--- src/rtl/uart_tx_buffer_pkg.sv ---
// Shared types and width helpers for the UART TX byte buffer.
package uart_tx_buffer_pkg;

    // Pacing FSM encoding.
    typedef enum logic [1:0] {
        IDLE    = 2'b00,
        SEND    = 2'b01,
        WAIT_HI = 2'b10,
        WAIT_LO = 2'b11
    } tx_state_e;

    // Pointer width for a FIFO of the given depth.
    function automatic int unsigned ptr_width(input int unsigned depth);
        return (depth > 1) ? $clog2(depth) : 1;
    endfunction

    // Count width: must represent 0..depth inclusive.
    function automatic int unsigned cnt_width(input int unsigned depth);
        return $clog2(depth) + 1;
    endfunction

endpackage

--- src/rtl/sync_fifo_core.sv ---
// Single-clock FIFO storage with registered count. Pushes while full and pops
// while empty are ignored; the caller decides what to report.
module sync_fifo_core
    import uart_tx_buffer_pkg::*;
#(
    parameter int unsigned DATA_WIDTH = 8,
    parameter int unsigned DEPTH      = 8,
    localparam int unsigned PW        = ptr_width(DEPTH),
    localparam int unsigned CW        = cnt_width(DEPTH)
) (
    input  logic                  CLK,
    input  logic                  RST,
    input  logic                  push,
    input  logic [DATA_WIDTH-1:0] push_data,
    input  logic                  pop,
    output logic [DATA_WIDTH-1:0] pop_data,
    output logic [CW-1:0]         count,
    output logic                  empty
);

    logic [DATA_WIDTH-1:0] mem_q [DEPTH];
    logic [PW-1:0]         wr_ptr_q, rd_ptr_q;
    logic [CW-1:0]         count_q, count_d;
    logic                  full, do_push, do_pop;

    assign full     = (count_q == CW'(DEPTH));
    assign empty    = (count_q == '0);
    assign do_push  = push & ~full;
    assign do_pop   = pop & ~empty;
    assign pop_data = mem_q[rd_ptr_q];
    assign count    = count_q;

    // Next count: simultaneous push and pop cancel out.
    always_comb begin
        count_d = count_q;
        unique case ({do_push, do_pop})
            2'b10:   count_d = count_q + CW'(1);
            2'b01:   count_d = count_q - CW'(1);
            default: count_d = count_q;
        endcase
    end

    // Storage write; no reset needed since pointers gate visibility.
    always_ff @(posedge CLK) begin
        if (!RST && do_push) begin
            mem_q[wr_ptr_q] <= push_data;
        end
    end

    // Pointer and count registers; DEPTH is a power of two so pointers wrap naturally.
    always_ff @(posedge CLK) begin
        if (RST) begin
            wr_ptr_q <= '0;
            rd_ptr_q <= '0;
            count_q  <= '0;
        end else begin
            if (do_push) wr_ptr_q <= wr_ptr_q + PW'(1);
            if (do_pop)  rd_ptr_q <= rd_ptr_q + PW'(1);
            count_q <= count_d;
        end
    end

endmodule

--- src/rtl/uart_tx_buffer.sv ---
// UART TX byte buffer: absorbs bursts from the controller and releases one byte
// per UART frame, paced by the synchronized busy flag with a timeout guard.
// Optional LEVEL output (FIFO fill count) enabled by UART_TX_BUFFER_LEVEL_EN.
module uart_tx_buffer
    import uart_tx_buffer_pkg::*;
#(
    parameter int unsigned DATA_WIDTH = 8,
    parameter int unsigned DEPTH      = 8,
    parameter int unsigned TIMEOUT    = 1024,
    localparam int unsigned CW        = cnt_width(DEPTH)
) (
    input  logic                  CLK,
    input  logic                  RST,
    input  logic [DATA_WIDTH-1:0] IN_DATA,
    input  logic                  IN_VLD,
    output logic                  IN_RDY,
    input  logic                  UART_BUSY,
    output logic [DATA_WIDTH-1:0] OUT_DATA,
    output logic                  OUT_VLD,
    output logic                  EMPTY,
    output logic                  OVERFLOW,
    output logic                  TIMEOUT_ERR
`ifdef UART_TX_BUFFER_LEVEL_EN
    ,
    output logic [CW-1:0]         LEVEL
`endif
);

    localparam int unsigned TW = $clog2(TIMEOUT);

    tx_state_e             state_q, state_d;
    logic [TW-1:0]         timer_q, timer_d;
    logic [DATA_WIDTH-1:0] out_data_q, out_data_d;
    logic                  overflow_q, timeout_err_q, timeout_hit;
    logic [DATA_WIDTH-1:0] head_data;
    logic [CW-1:0]         fifo_count;
    logic                  fifo_full, fifo_empty, pop;

    sync_fifo_core #(
        .DATA_WIDTH (DATA_WIDTH),
        .DEPTH      (DEPTH)
    ) u_fifo (
        .CLK       (CLK),
        .RST       (RST),
        .push      (IN_VLD),
        .push_data (IN_DATA),
        .pop       (pop),
        .pop_data  (head_data),
        .count     (fifo_count),
        .empty     (fifo_empty)
    );

    // Ready comes from the registered count, so a same-cycle pop never frees a slot.
    assign fifo_full   = (fifo_count == CW'(DEPTH));
    assign IN_RDY      = ~fifo_full;
    assign EMPTY       = fifo_empty;
    assign OUT_DATA    = out_data_q;
    assign OUT_VLD     = (state_q == SEND);
    assign OVERFLOW    = overflow_q;
    assign TIMEOUT_ERR = timeout_err_q;
`ifdef UART_TX_BUFFER_LEVEL_EN
    assign LEVEL       = fifo_count;
`endif

    // Pacing FSM: pop a byte, pulse it out, then wait for busy to rise and fall.
    always_comb begin
        state_d     = state_q;
        timer_d     = timer_q;
        out_data_d  = out_data_q;
        pop         = 1'b0;
        timeout_hit = 1'b0;
        case (state_q)
            IDLE: begin
                if (!fifo_empty && !UART_BUSY) begin
                    out_data_d = head_data;
                    pop        = 1'b1;
                    state_d    = SEND;
                end
            end
            SEND: begin
                timer_d = '0;
                state_d = WAIT_HI;
            end
            WAIT_HI: begin
                if (UART_BUSY) begin
                    state_d = WAIT_LO;
                end else if (timer_q == TW'(TIMEOUT - 1)) begin
                    // UART never picked the byte up; drop it and move on.
                    timeout_hit = 1'b1;
                    state_d     = IDLE;
                end else begin
                    timer_d = timer_q + TW'(1);
                end
            end
            WAIT_LO: begin
                if (!UART_BUSY) state_d = IDLE;
            end
            default: state_d = IDLE;
        endcase
    end

    // State, timer, output byte and error flags.
    always_ff @(posedge CLK) begin
        if (RST) begin
            state_q       <= IDLE;
            timer_q       <= '0;
            out_data_q    <= '0;
            overflow_q    <= 1'b0;
            timeout_err_q <= 1'b0;
        end else begin
            state_q       <= state_d;
            timer_q       <= timer_d;
            out_data_q    <= out_data_d;
            overflow_q    <= overflow_q | (IN_VLD & fifo_full);
            timeout_err_q <= timeout_hit;
        end
    end

endmodule

--- config.mk ---
export PLATFORM = sky130hd
export DESIGN_NAME = uart_tx_buffer
export DESIGN_NICKNAME = d
export VERILOG_FILES = /design/src/rtl/uart_tx_buffer_pkg.sv /design/src/rtl/sync_fifo_core.sv /design/src/rtl/uart_tx_buffer.sv
export SDC_FILE = /design/constraint.sdc
export NUM_CORES = 1
export LEC_CHECK = 0
export ABC_AREA = 1
export BUFFER_PORTS_ARGS = -buffer_cell sky130_fd_sc_hd__buf_2
export CORE_MARGIN = 4
export CORE_UTILIZATION = 60
export CTS_CLUSTER_SIZE = 40
export DETAILED_ROUTE_END_ITERATION = 7
export PLACE_DENSITY_LB_ADDON = 0.2
export SYNTH_ARGS = -nofsm -noshare
export SYNTH_HDL_FRONTEND = slang
export SYNTH_SLANG_ARGS = --single-unit
--- constraint.sdc ---
create_clock -name CLK -period 2.6 [get_ports CLK]
set_input_delay 0.26 -clock CLK [delete_from_list [all_inputs] [get_ports CLK]]
set_output_delay 0.26 -clock CLK [all_outputs]
set_load 0.02 [all_outputs]
==> results of run 1 <==
-- cells by family (layout without fill, tap and decap cells) --
group                    after synthesis  count (layout)  synth area share
AO/OA/AOI/OAI                         41              41           0.04858
AND/OR/NAND/NOR                      237             237            0.2420
XOR/XNOR                               5               5           0.01012
buffers and inverters                 99             136           0.08965
adder cells (fa/ha/maj)                6               6           0.01735
flip-flops                            96              96            0.5922
-- flip-flops by register name (all words and copies together) (netlist names) --
signal and count:
OVERFLOW 1, u_fifo.count 4, state_q 2, u_fifo.wr_ptr_q 3, timer_q 10, TIMEOUT_ERR 1
u_fifo.mem_q 64, u_fifo.rd_ptr_q 3, OUT_DATA 8
-- worst paths after layout --
check / startpoint / endpoint / slack (ps) / cells after the start
worst max register to register: u_fifo.count[0] / u_fifo.count[2] / 370 / 13
worst min-delay path: UART_BUSY / TIMEOUT_ERR / 130 / 2
worst max-delay path: u_fifo.count[0] / u_fifo.count[2] / 370 / 13
worst min register to register: OVERFLOW / OVERFLOW / 450 / 2
-- layer usage --
layer,vias to the layer above,GRT usage,wire length (um)
met5,-,0,0
met4,0,0.08181,181
met3,15,0.03899,451
met2,99,0.3605,4378
met1,1511,0.2737,3846
li1,1630,-,-
-- power breakdown --
group	switching (mW)	leakage, nW	internal [mW]
Clock	0.525	0.112	0.551
Sequential	0.0958	0.839	1.78
Combinational	0.975	1.18	0.456
Total	1.60	2.13	2.79
-- layout make-up --
type / count / area, um^2 / area share
Sequential cell: 96 / 2562 / 0.5328
Multi-Input combinational cell: 289 / 1376 / 0.2862
Inverter: 83 / 311.5 / 0.06478
Timing Repair Buffer: 37 / 217.7 / 0.04527
Clock buffer: 10 / 127.6 / 0.02653
Tap cell: 96 / 120.1 / 0.02497
Clock inverter: 6 / 93.84 / 0.01951
-- cell usage in the layout, fill, tap and decap left out --
cell       instances
clkinv_4           2
nand2_1          128
nor3_1             7
nor2_1            23
xor2_1             3
xnor2_1            2
nand3b_1           1
o21ai_1            1
bufinv_16          2
inv_1             80
nand2_4            2
nand3_1           65
o21bai_1           1
clkbuf_8           9
buf_4             13
ha_1               6
inv_2              2
and3_1             1
clkinv_1           1
nand3_4            1
o21ai_0           13
edfxtp_1          64
nor4_1             1
a21boi_0           1
clkinv_2           1
nor2_4             2
buf_2             24
inv_8              1
nand2_2            3
dfxtp_1           32
clkbuf_1           1
a21oi_1           25
nand4_1            3
-- critical path: cells and delay by family (launching register included) --
family	cells	cell delay, ps
AND/OR/NAND/NOR	5	450
adder cells (fa/ha/maj)	2	440
flip-flops	1	400
buffers and inverters	3	360
AO/OA/AOI/OAI	2	360
XOR/XNOR	1	110
-- through the flow --
step                power [mW]  area, um^2
detailed placement       3.331        4588
global route             4.676        4810
floorplan                2.968        4327
finish                   4.383        4810
CTS                      4.385        4810
global placement         3.275        4588
==> impl_summary.log, run 1 <==
[metrics] worst path cell trace: nor2_1 > nand3_1 > nand3_1 > inv_2 > ha_1 > nand2_1 > inv_1 > nor2_1 > ha_1 > a21oi_1 > xnor2_1 > o21ai_0 > inv_1
[metrics] top-count cell post-synth: nand2_1
[metrics] Async S/R FF share, synth: 0
[metrics] Hold Slack: 126.7 ps
[metrics] Layout fillers: 520
[metrics] DIE WIDTH: 92.92 um
[metrics] unrepaired setup endpoints after global routing: false
[metrics] global-route wire length before repair: 14180 um
[metrics] placed cell count: 601
[metrics] tightest slew margin relative to the limit: 0.6060
[metrics] layout cells sized above 1: 0.1190
[metrics] cell types with the largest area share after synthesis: edfxtp_1, dfxtp_1, nand2_1
[metrics] number of vias in the routed layout: 3255
[metrics] non-filler cells in the finished layout: 617
[metrics] Vias/cell: 5.276
[metrics] violation count after the first detailed-routing iteration: 215
[metrics] count of hold buffers inserted by post-cts repair: 0
[metrics] total global-route track usage: 0.2137
[metrics] Reg clk slew, reported paths: 100 ps
[metrics] pre-CTS setup slack: 395.1 ps
[metrics] routed wire length: 8858 um
[metrics] actual transition at the worst max-transition pin: 590.1 ps
[metrics] portion of the post-synthesis area used by sequential elements: 0.5922
[metrics] Finished Core Util: 0.6964
[metrics] Floorplan Core Area: 6907 um^2
[metrics] outcome: complete, no violations
[metrics] number of nets still failing antenna checks after routing: 0
[metrics] crit path time final: 2227 ps
[metrics] ys flop type: edfxtp_1
[metrics] number of enable flip-flop cells after synthesis: 64
[metrics] cell count after synthesis: 484
[metrics] maximum VDD drop: 0.0004954 V
[metrics] antenna violations before repair: 0
[metrics] Final Cycle Share: 0.8566
[metrics] largest area contributor in the netlist: edfxtp_1
[metrics] Post-Synthesis Cell Area: 4327 um^2
[metrics] Cell Rows: 30
[metrics] clk buf depth: 2
[metrics] number of endpoints with negative hold slack in the final report: 0
[metrics] capturing element type of the critical path: register
[metrics] routed length per instance: 14.36 um
[metrics] setup slack of the critical path after layout: 372.9 ps
[metrics] Die Footprint: 8634 um^2
[metrics] H-tree lvl count: 3
[metrics] Initial Util: 0.6264
[metrics] half-perimeter wire length after detailed placement: 5554 um
[metrics] Post CTS Setup Buffer Count: 0
[metrics] clock sink total: 96
[metrics] number of warnings reported in the yosys synthesis log: 0
[metrics] total of buffers placed on input and output ports: 24
[metrics] Crit Path Max Fanout: 11
[metrics] Pre-Repair DR Iteration Count: 5
[metrics] DRC viols: 0
[metrics] last weighted congestion value of the routability-driven placer: 0.8921
[metrics] final setup fails: 0
[metrics] worst hold path class: primary input to register
[metrics] # nets final: 534
[metrics] data arrival at the endpoint of the critical path: 2470 ps
[metrics] max-slew violation total from the final report: 0
[metrics] CTS resizes: 0
[metrics] number of buffers inserted during clock tree synthesis: 9
[metrics] overall die height: 92.92 um
[metrics] max cap viols: 0
[metrics] final sum of negative setup slack: 0 ps
[metrics] number of different library cells in the post-synthesis netlist: 29
[metrics] Area growth syn-to-layout: 11.16%
[metrics] CP max stage cell: dfxtp_1
[metrics] Congestion Overflow GR: 0
[metrics] IO Count: 25
[metrics] Mapped Avg Cell Area: 8.939 um^2
[metrics] FF+latch count, synth: 96
[metrics] Commonest cells post-synth: nand2_1, inv_1, nand3_1, edfxtp_1, dfxtp_1
[metrics] CP max stage delay: 400 ps
[metrics] antenna fix cells: 0
[metrics] Fin Clk Skew: 7.927 ps
[metrics] clock tree from TritonCTS: yes
[metrics] Pwr per Cell Area: 911.4 nW/um^2
[metrics] Max Clock Freq: 449.0 MHz
[metrics] Worst EP required: 2840 ps
[metrics] clock latency reported for the late side of the worst-skew pair: 350 ps
[metrics] maximum number of pins on one net before global-route repair: 35
[metrics] type of the worst setup path: register to register
[metrics] leakage power figure: 2.131 nW
[metrics] net count of the mapped netlist: 502
[metrics] Worst Setup Start Kind: register
[metrics] vias in the first global route: 3051
[metrics] buffer type at the clock tree root: clkbuf_8
[metrics] share of the synthesized area in the top cell type: 0.4442
Note: power is estimated with default switching activity, not from simulation.
==> run 2: changes to the inputs <==
--- a/config.mk
+++ b/config.mk
@@ -7,8 +7,10 @@
 export LEC_CHECK = 0
 export ABC_AREA = 1
 export BUFFER_PORTS_ARGS = -buffer_cell sky130_fd_sc_hd__buf_2
+export CELL_PAD_IN_SITES_DETAIL_PLACEMENT = 2
+export CELL_PAD_IN_SITES_GLOBAL_PLACEMENT = 2
 export CORE_MARGIN = 4
-export CORE_UTILIZATION = 60
+export CORE_UTILIZATION = 38
 export CTS_CLUSTER_SIZE = 40
 export DETAILED_ROUTE_END_ITERATION = 7
 export PLACE_DENSITY_LB_ADDON = 0.2
==> run 2 against run 1 <==
- total power grew 10%
- sequential share of layout area shrank 1.6 points
- worst hold slack better by 23 ps
- clock skew increased by 0.79 ps
- non-clock buffer count up 1
- clock power increased by 27%
- sequential power hardly changed
- combinational power up 10%
- via count is 5.5% higher
- critical path depth unchanged
- largest cell class unchanged
==> impl_summary.log, run 2 (synthesized netlist as in run 1, its figures left out) <==
[metrics] Fin Clk Skew: 8.714 ps (+0.7862 ps)
[metrics] max cap viols: 0 (unchanged)
[metrics] # nets final: 535 (+0.19%)
[metrics] most common cell after layout, fill and taps aside: nand2_1
[metrics] grt met3 use: 0.05444 (+0.01545)
[metrics] CTS resizes: 0 (unchanged)
[metrics] total of buffers placed on input and output ports: 24 (unchanged)
[metrics] type of the worst setup path: register to register
[metrics] Crit Path Max Fanout: 11 (unchanged)
[metrics] DRC viols: 0 (unchanged)
[metrics] area of combinational cells with multiple inputs: 1376 um^2 (unchanged)
[metrics] Pwr per Cell Area: 977.3 nW/um^2 (+7.2%)
[metrics] Initial Util: 0.3939 (-0.2325)
[metrics] clock sink total: 96 (unchanged)
[metrics] most frequent cells in the layout: nand2_1, inv_1, nand3_1
[metrics] Worst EP required: 2850 ps (about the same)
[metrics] data arrival at the endpoint of the critical path: 2500 ps (+30 ps)
[metrics] number of nets still failing antenna checks after routing: 0 (unchanged)
[metrics] antenna fix cells: 0 (unchanged)
[metrics] capturing element type of the critical path: register
[metrics] number of buffers inserted during clock tree synthesis: 9 (unchanged)
[metrics] Cell Rows: 38 (+27%)
[metrics] Congestion Overflow GR: 0 (unchanged)
[metrics] count of hold buffers inserted by post-cts repair: 0 (unchanged)
[metrics] half-perimeter wire length after detailed placement: 8517 um (+53%)
[metrics] final setup fails: 0 (unchanged)
[metrics] Hold Slack: 150.0 ps (+23.33 ps)
[metrics] max-slew violation total from the final report: 0 (unchanged)
[metrics] highest-utilization routing layer at the global route stage: met2
[metrics] IO Count: 25 (unchanged)
[metrics] max FFs per register: 64 (unchanged)
[metrics] met2 GRT Util: 0.3880 (+0.02752)
[metrics] clock latency reported for the late side of the worst-skew pair: 350 ps (about the same)
[metrics] Die Footprint: 13160 um^2 (+52%)
[metrics] maximum number of pins on one net before global-route repair: 35 (unchanged)
[metrics] last weighted congestion value of the routability-driven placer: 0.7614 (-15%)
[metrics] sequential cell area: 2562 um^2 (unchanged)
[metrics] outcome: complete, no violations
[metrics] register ranked first by flip-flop count: u_fifo.mem_q
[metrics] non-filler cells in the finished layout: 662 (+7.3%)
[metrics] Post CTS Setup Buffer Count: 0 (unchanged)
[metrics] clk buf depth: 2 (unchanged)
[metrics] violation count after the first detailed-routing iteration: 153 (-29%)
[metrics] layout cells sized above 1: 0.1226 (+0.003603)
[metrics] total global-route track usage: 0.2143 (+0.0006343)
[metrics] worst hold path class: primary input to register
[metrics] tightest slew margin relative to the limit: 0.5725 (-0.03351)
[metrics] number of endpoints with negative hold slack in the final report: 0 (unchanged)
[metrics] Layout fillers: 1203 (+130%)
[metrics] buffer type at the clock tree root: clkbuf_16
[metrics] global-route track usage on met1: 0.2532 (-0.02046)
[metrics] global-route wire length before repair: 20920 um (+48%)
[metrics] Pre-Repair DR Iteration Count: 4 (-1)
[metrics] antenna violations before repair: 0 (unchanged)
[metrics] Area growth syn-to-layout: 14.55%
[metrics] overall die height: 114.7 um (+23%)
[metrics] Floorplan Core Area: 10980 um^2 (+59%)
[metrics] actual transition at the worst max-transition pin: 640.3 ps (+50.20 ps)
[metrics] clock tree from TritonCTS: yes
[metrics] routed wire length: 13020 um (+47%)
[metrics] routed length per instance: 19.66 um (+37%)
[metrics] final sum of negative setup slack: 0 ps (unchanged)
[metrics] Reg clk slew, reported paths: 70 ps (-30 ps)
[metrics] crit path time final: 2250 ps (+23.16 ps)
[metrics] Worst Setup Start Kind: register
[metrics] maximum VDD drop: 0.0006164 V (+24%)
[metrics] Max Clock Freq: 444.4 MHz (-1.0%)
[metrics] vias in the first global route: 3834 (+26%)
[metrics] placed cell count: 646 (+7.5%)
[metrics] Vias/cell: 5.189 (-1.6%)
[metrics] DIE WIDTH: 114.7 um (+23%)
[metrics] unrepaired setup endpoints after global routing: false
[metrics] number of vias in the routed layout: 3435 (+5.5%)
[metrics] H-tree lvl count: 3 (unchanged)
[metrics] leakage power figure: 2.176 nW (+2.1%)
[metrics] Final Cycle Share: 0.8655 (+0.008908)
-- run 2: path summary, 6_finish.rpt --
kind / start / to / slack, ps / depth (start not counted)
worst max-delay path: u_fifo.count[0] / u_fifo.count[2] / 350 / 13
worst min-delay path: UART_BUSY / TIMEOUT_ERR / 150 / 2
worst max register to register: u_fifo.count[0] / u_fifo.count[2] / 350 / 13
worst min register to register: OVERFLOW / OVERFLOW / 450 / 2
-- run 2: stage by stage --
stage / util / area (um^2) / power [mW] / setup WS [ps]
floorplan: - / 4327 / 2.968 / 578.6
global placement: 0.4234 / 4651 / 3.376 / 577.3
detailed placement: 0.4234 / 4651 / 3.492 / 342.1
CTS: 0.4512 / 4956 / 4.916 / 278.8
global route: 0.4512 / 4956 / 5.183 / 56.03
finish: 0.4512 / 4956 / 4.843 / 349.8
-- run 2: worst max-delay path: stages (launching register included) --
cell     delay, ps
dfxtp_1        350
nor2_1         240
nand3_1        160
nand3_1        150
inv_2          140
ha_1           270
nand2_1        100
inv_1           50
nor2_1         150
ha_1           170
a21oi_1         50
xnor2_1        130
o21ai_0        150
inv_1           50
-- run 2: final cells by class --
cell class                 instances  share of cell area
inverter                          83             0.06286
timing repair buffer              38             0.04544
clock buffer                      10             0.04822
multi-input combinational        289              0.2777
sequential                        96              0.5170
tap                              140             0.03534
clock inverter                     6             0.01338
-- run 2: report_power, final --
part / leakage, nW / internal (mW) / switching [mW]
clock: 0.153 / 0.777 / 0.596
combinational: 1.18 / 0.466 / 1.11
sequential: 0.839 / 1.78 / 0.112
-- run 2: routing by layer --
| metal | wire length, um | vias to the layer above |
|---|---|---|
| li1 | - | 1629 |
| met1 | 5454 | 1720 |
| met2 | 6869 | 69 |
| met3 | 462 | 17 |
| met4 | 229 | 0 |
| met5 | 0 | - |
==> run 3: changes to the inputs <==
--- a/config.mk
+++ b/config.mk
@@ -11,6 +11,7 @@
 export CELL_PAD_IN_SITES_GLOBAL_PLACEMENT = 2
 export CORE_MARGIN = 4
 export CORE_UTILIZATION = 38
+export CTS_BUF_LIST = sky130_fd_sc_hd__clkbuf_16
 export CTS_CLUSTER_SIZE = 40
 export DETAILED_ROUTE_END_ITERATION = 7
 export PLACE_DENSITY_LB_ADDON = 0.2
==> run 3 against run 2 <==
- combinational power barely moved
- critical endpoint unchanged
- non-clock buffer count did not move
- fmax fell by 0.11%
- clock skew fell by 1.4 ps
- highest routed layer unchanged
- critical path type unchanged
- worst setup slack got worse by 2.6 ps
- worst hold slack improved by 3.3 ps
- global-route usage fell by 0.31 points
- via count fell by 1.6%
- sequential cell count did not move
- largest power group unchanged
==> impl_summary.log, run 3 (synthesized netlist as in run 1, its figures left out) <==
[metrics] outcome: complete, no violations
[metrics] maximum number of pins on one net before global-route repair: 35 (unchanged)
[metrics] unrepaired setup endpoints after global routing: false
[metrics] antenna violations before repair: 0 (unchanged)
[metrics] Layout fillers: 1203 (unchanged)
[metrics] max FFs per register: 64 (unchanged)
[metrics] crit path time final: 2253 ps (+2.577 ps)
[metrics] routed wire length: 12920 um (-0.76%)
[metrics] FF-to-FF Start: u_fifo.count[0]
[metrics] most frequent cells in the layout: nand2_1, inv_1, nand3_1
[metrics] Worst Setup SP: u_fifo.count[0]
[metrics] Crit Path Max Fanout: 11 (unchanged)
[metrics] sequential cell area: 2562 um^2 (unchanged)
[metrics] half-perimeter wire length after detailed placement: 8517 um (unchanged)
[metrics] clk buf depth: 2 (unchanged)
[metrics] violation count after the first detailed-routing iteration: 169 (+10%)
[metrics] internal reg-to-reg setup slack: 350 ps (about the same)
[metrics] capturing element type of the critical path: register
[metrics] Congestion Overflow GR: 0 (unchanged)
[metrics] Reg clk slew, reported paths: 70 ps (about the same)
[metrics] # nets final: 535 (unchanged)
[metrics] Initial Util: 0.3939 (unchanged)
[metrics] most common cell after layout, fill and taps aside: nand2_1
[metrics] antenna fix cells: 0 (unchanged)
[metrics] Final Cycle Share: 0.8665 (+0.0009912)
[metrics] routed length per instance: 19.51 um (-0.76%)
[metrics] Post CTS Setup Buffer Count: 0 (unchanged)
[metrics] total of buffers placed on input and output ports: 24 (unchanged)
[metrics] final sum of negative setup slack: 0 ps (unchanged)
[metrics] register ranked first by flip-flop count: u_fifo.mem_q
[metrics] number of vias in the routed layout: 3380 (-1.6%)
[metrics] Floorplan Core Area: 10980 um^2 (unchanged)
[metrics] last weighted congestion value of the routability-driven placer: 0.7614 (unchanged)
[metrics] layout cells sized above 1: 0.1207 (-0.001916)
[metrics] Worst EP required: 2840 ps (about the same)
[metrics] placed cell count: 646 (unchanged)
[metrics] Vias/cell: 5.106 (-1.6%)
[metrics] clock tree from TritonCTS: yes
[metrics] max cap viols: 0 (unchanged)
[metrics] Max Clock Freq: 443.9 MHz (-0.11%)
[metrics] Worst Setup Start Kind: register
[metrics] global-route wire length before repair: 20740 um (-0.86%)
[metrics] Area growth syn-to-layout: 14.31%
[metrics] overall die height: 114.7 um (unchanged)
[metrics] type of the worst setup path: register to register
[metrics] total global-route track usage: 0.2112 (-0.003116)
[metrics] clock latency reported for the late side of the worst-skew pair: 350 ps (about the same)
[metrics] tightest slew margin relative to the limit: 0.5848 (+0.01227)
[metrics] Cell Rows: 38 (unchanged)
[metrics] clock sink total: 96 (unchanged)
[metrics] Worst Setup EP: u_fifo.count[2]
[metrics] IO Count: 25 (unchanged)
[metrics] number of endpoints with negative hold slack in the final report: 0 (unchanged)
[metrics] leakage power figure: 2.170 nW (-0.26%)
[metrics] vias in the first global route: 3817 (-0.44%)
[metrics] max-slew violation total from the final report: 0 (unchanged)
[metrics] final setup fails: 0 (unchanged)
[metrics] Pre-Repair DR Iteration Count: 4 (unchanged)
[metrics] buffer type at the clock tree root: clkbuf_16
[metrics] Fin Clk Skew: 7.272 ps (-1.441 ps)
[metrics] worst r2r path cells: 13 (unchanged)
[metrics] DRC viols: 0 (unchanged)
[metrics] data arrival at the endpoint of the critical path: 2500 ps (about the same)
[metrics] count of hold buffers inserted by post-cts repair: 0 (unchanged)
[metrics] non-filler cells in the finished layout: 662 (unchanged)
[metrics] Die Footprint: 13160 um^2 (unchanged)
[metrics] worst reg2reg endpoint: u_fifo.count[2]
[metrics] number of buffers inserted during clock tree synthesis: 9 (unchanged)
[metrics] CTS resizes: 0 (unchanged)
[metrics] maximum VDD drop: 0.0006856 V (+11%)
[metrics] number of nets still failing antenna checks after routing: 0 (unchanged)
[metrics] actual transition at the worst max-transition pin: 621.9 ps (-18.38 ps)
[metrics] Pwr per Cell Area: 972.0 nW/um^2 (-0.54%)
[metrics] area of combinational cells with multiple inputs: 1376 um^2 (unchanged)
[metrics] worst hold path class: primary input to register
[metrics] DIE WIDTH: 114.7 um (unchanged)
[metrics] H-tree lvl count: 3 (unchanged)
==> run 3: power by group <==
part	switching, mW	internal (mW)
clock network	0.596	0.748
logic	1.10	0.466
registers	0.111	1.78
==> run 3: worst max-delay path, stage by stage (launching register included) <==
cell	delay (ps)
dfxtp_1	350
nor2_1	240
nand3_1	160
nand3_1	150
inv_2	140
ha_1	270
nand2_1	100
inv_1	50
nor2_1	150
ha_1	170
a21oi_1	50
xnor2_1	130
o21ai_0	150
inv_1	50
==> run 3: area by class of cell <==
cell class / count / area share
Multi-Input combinational cell: 289 / 0.2783
Timing Repair Buffer: 38 / 0.04554
Tap cell: 140 / 0.03542
Inverter: 83 / 0.06299
Clock buffer: 9 / 0.04554
Sequential cell: 96 / 0.5181
Clock inverter: 7 / 0.01417
==> run 3: routing by layer <==
layer / vias to the layer above / wire length, um / track usage
li1: 1625 / - / -
met1: 1692 / 5558 / 0.2532
met2: 50 / 6822 / 0.3830
met3: 13 / 374 / 0.04651
met4: 0 / 160 / 0.05556
met5: - / 0 / 0
==> run 3: how the worst min path moves through the flow <==
stage / endpoint / startpoint / cells after the start
global route: TIMEOUT_ERR / UART_BUSY / 2
floorplan: TIMEOUT_ERR / UART_BUSY / 1
CTS: TIMEOUT_ERR / UART_BUSY / 2
finish: TIMEOUT_ERR / UART_BUSY / 2
global placement: OVERFLOW / OVERFLOW / 2
detailed placement: OVERFLOW / OVERFLOW / 2
==> run 3: through the flow <==
| stage | hold slack, ps | worst slack, ps | power [mW] | area, um^2 | utilization |
|---|---|---|---|---|---|
| 3_5_place_dp | 447.9 | 342.1 | 3.492 | 4651 | 0.4234 |
| 3_3_place_gp | 432.8 | 577.3 | 3.376 | 4651 | 0.4234 |
| 5_1_grt | 184.5 | 56.04 | 5.138 | 4946 | 0.4503 |
| 4_1_cts | 143.9 | 278.8 | 4.872 | 4946 | 0.4503 |
| 6_report | 153.3 | 347.2 | 4.808 | 4946 | 0.4503 |
| 2_1_floorplan | 336.4 | 578.6 | 2.968 | 4327 | - |
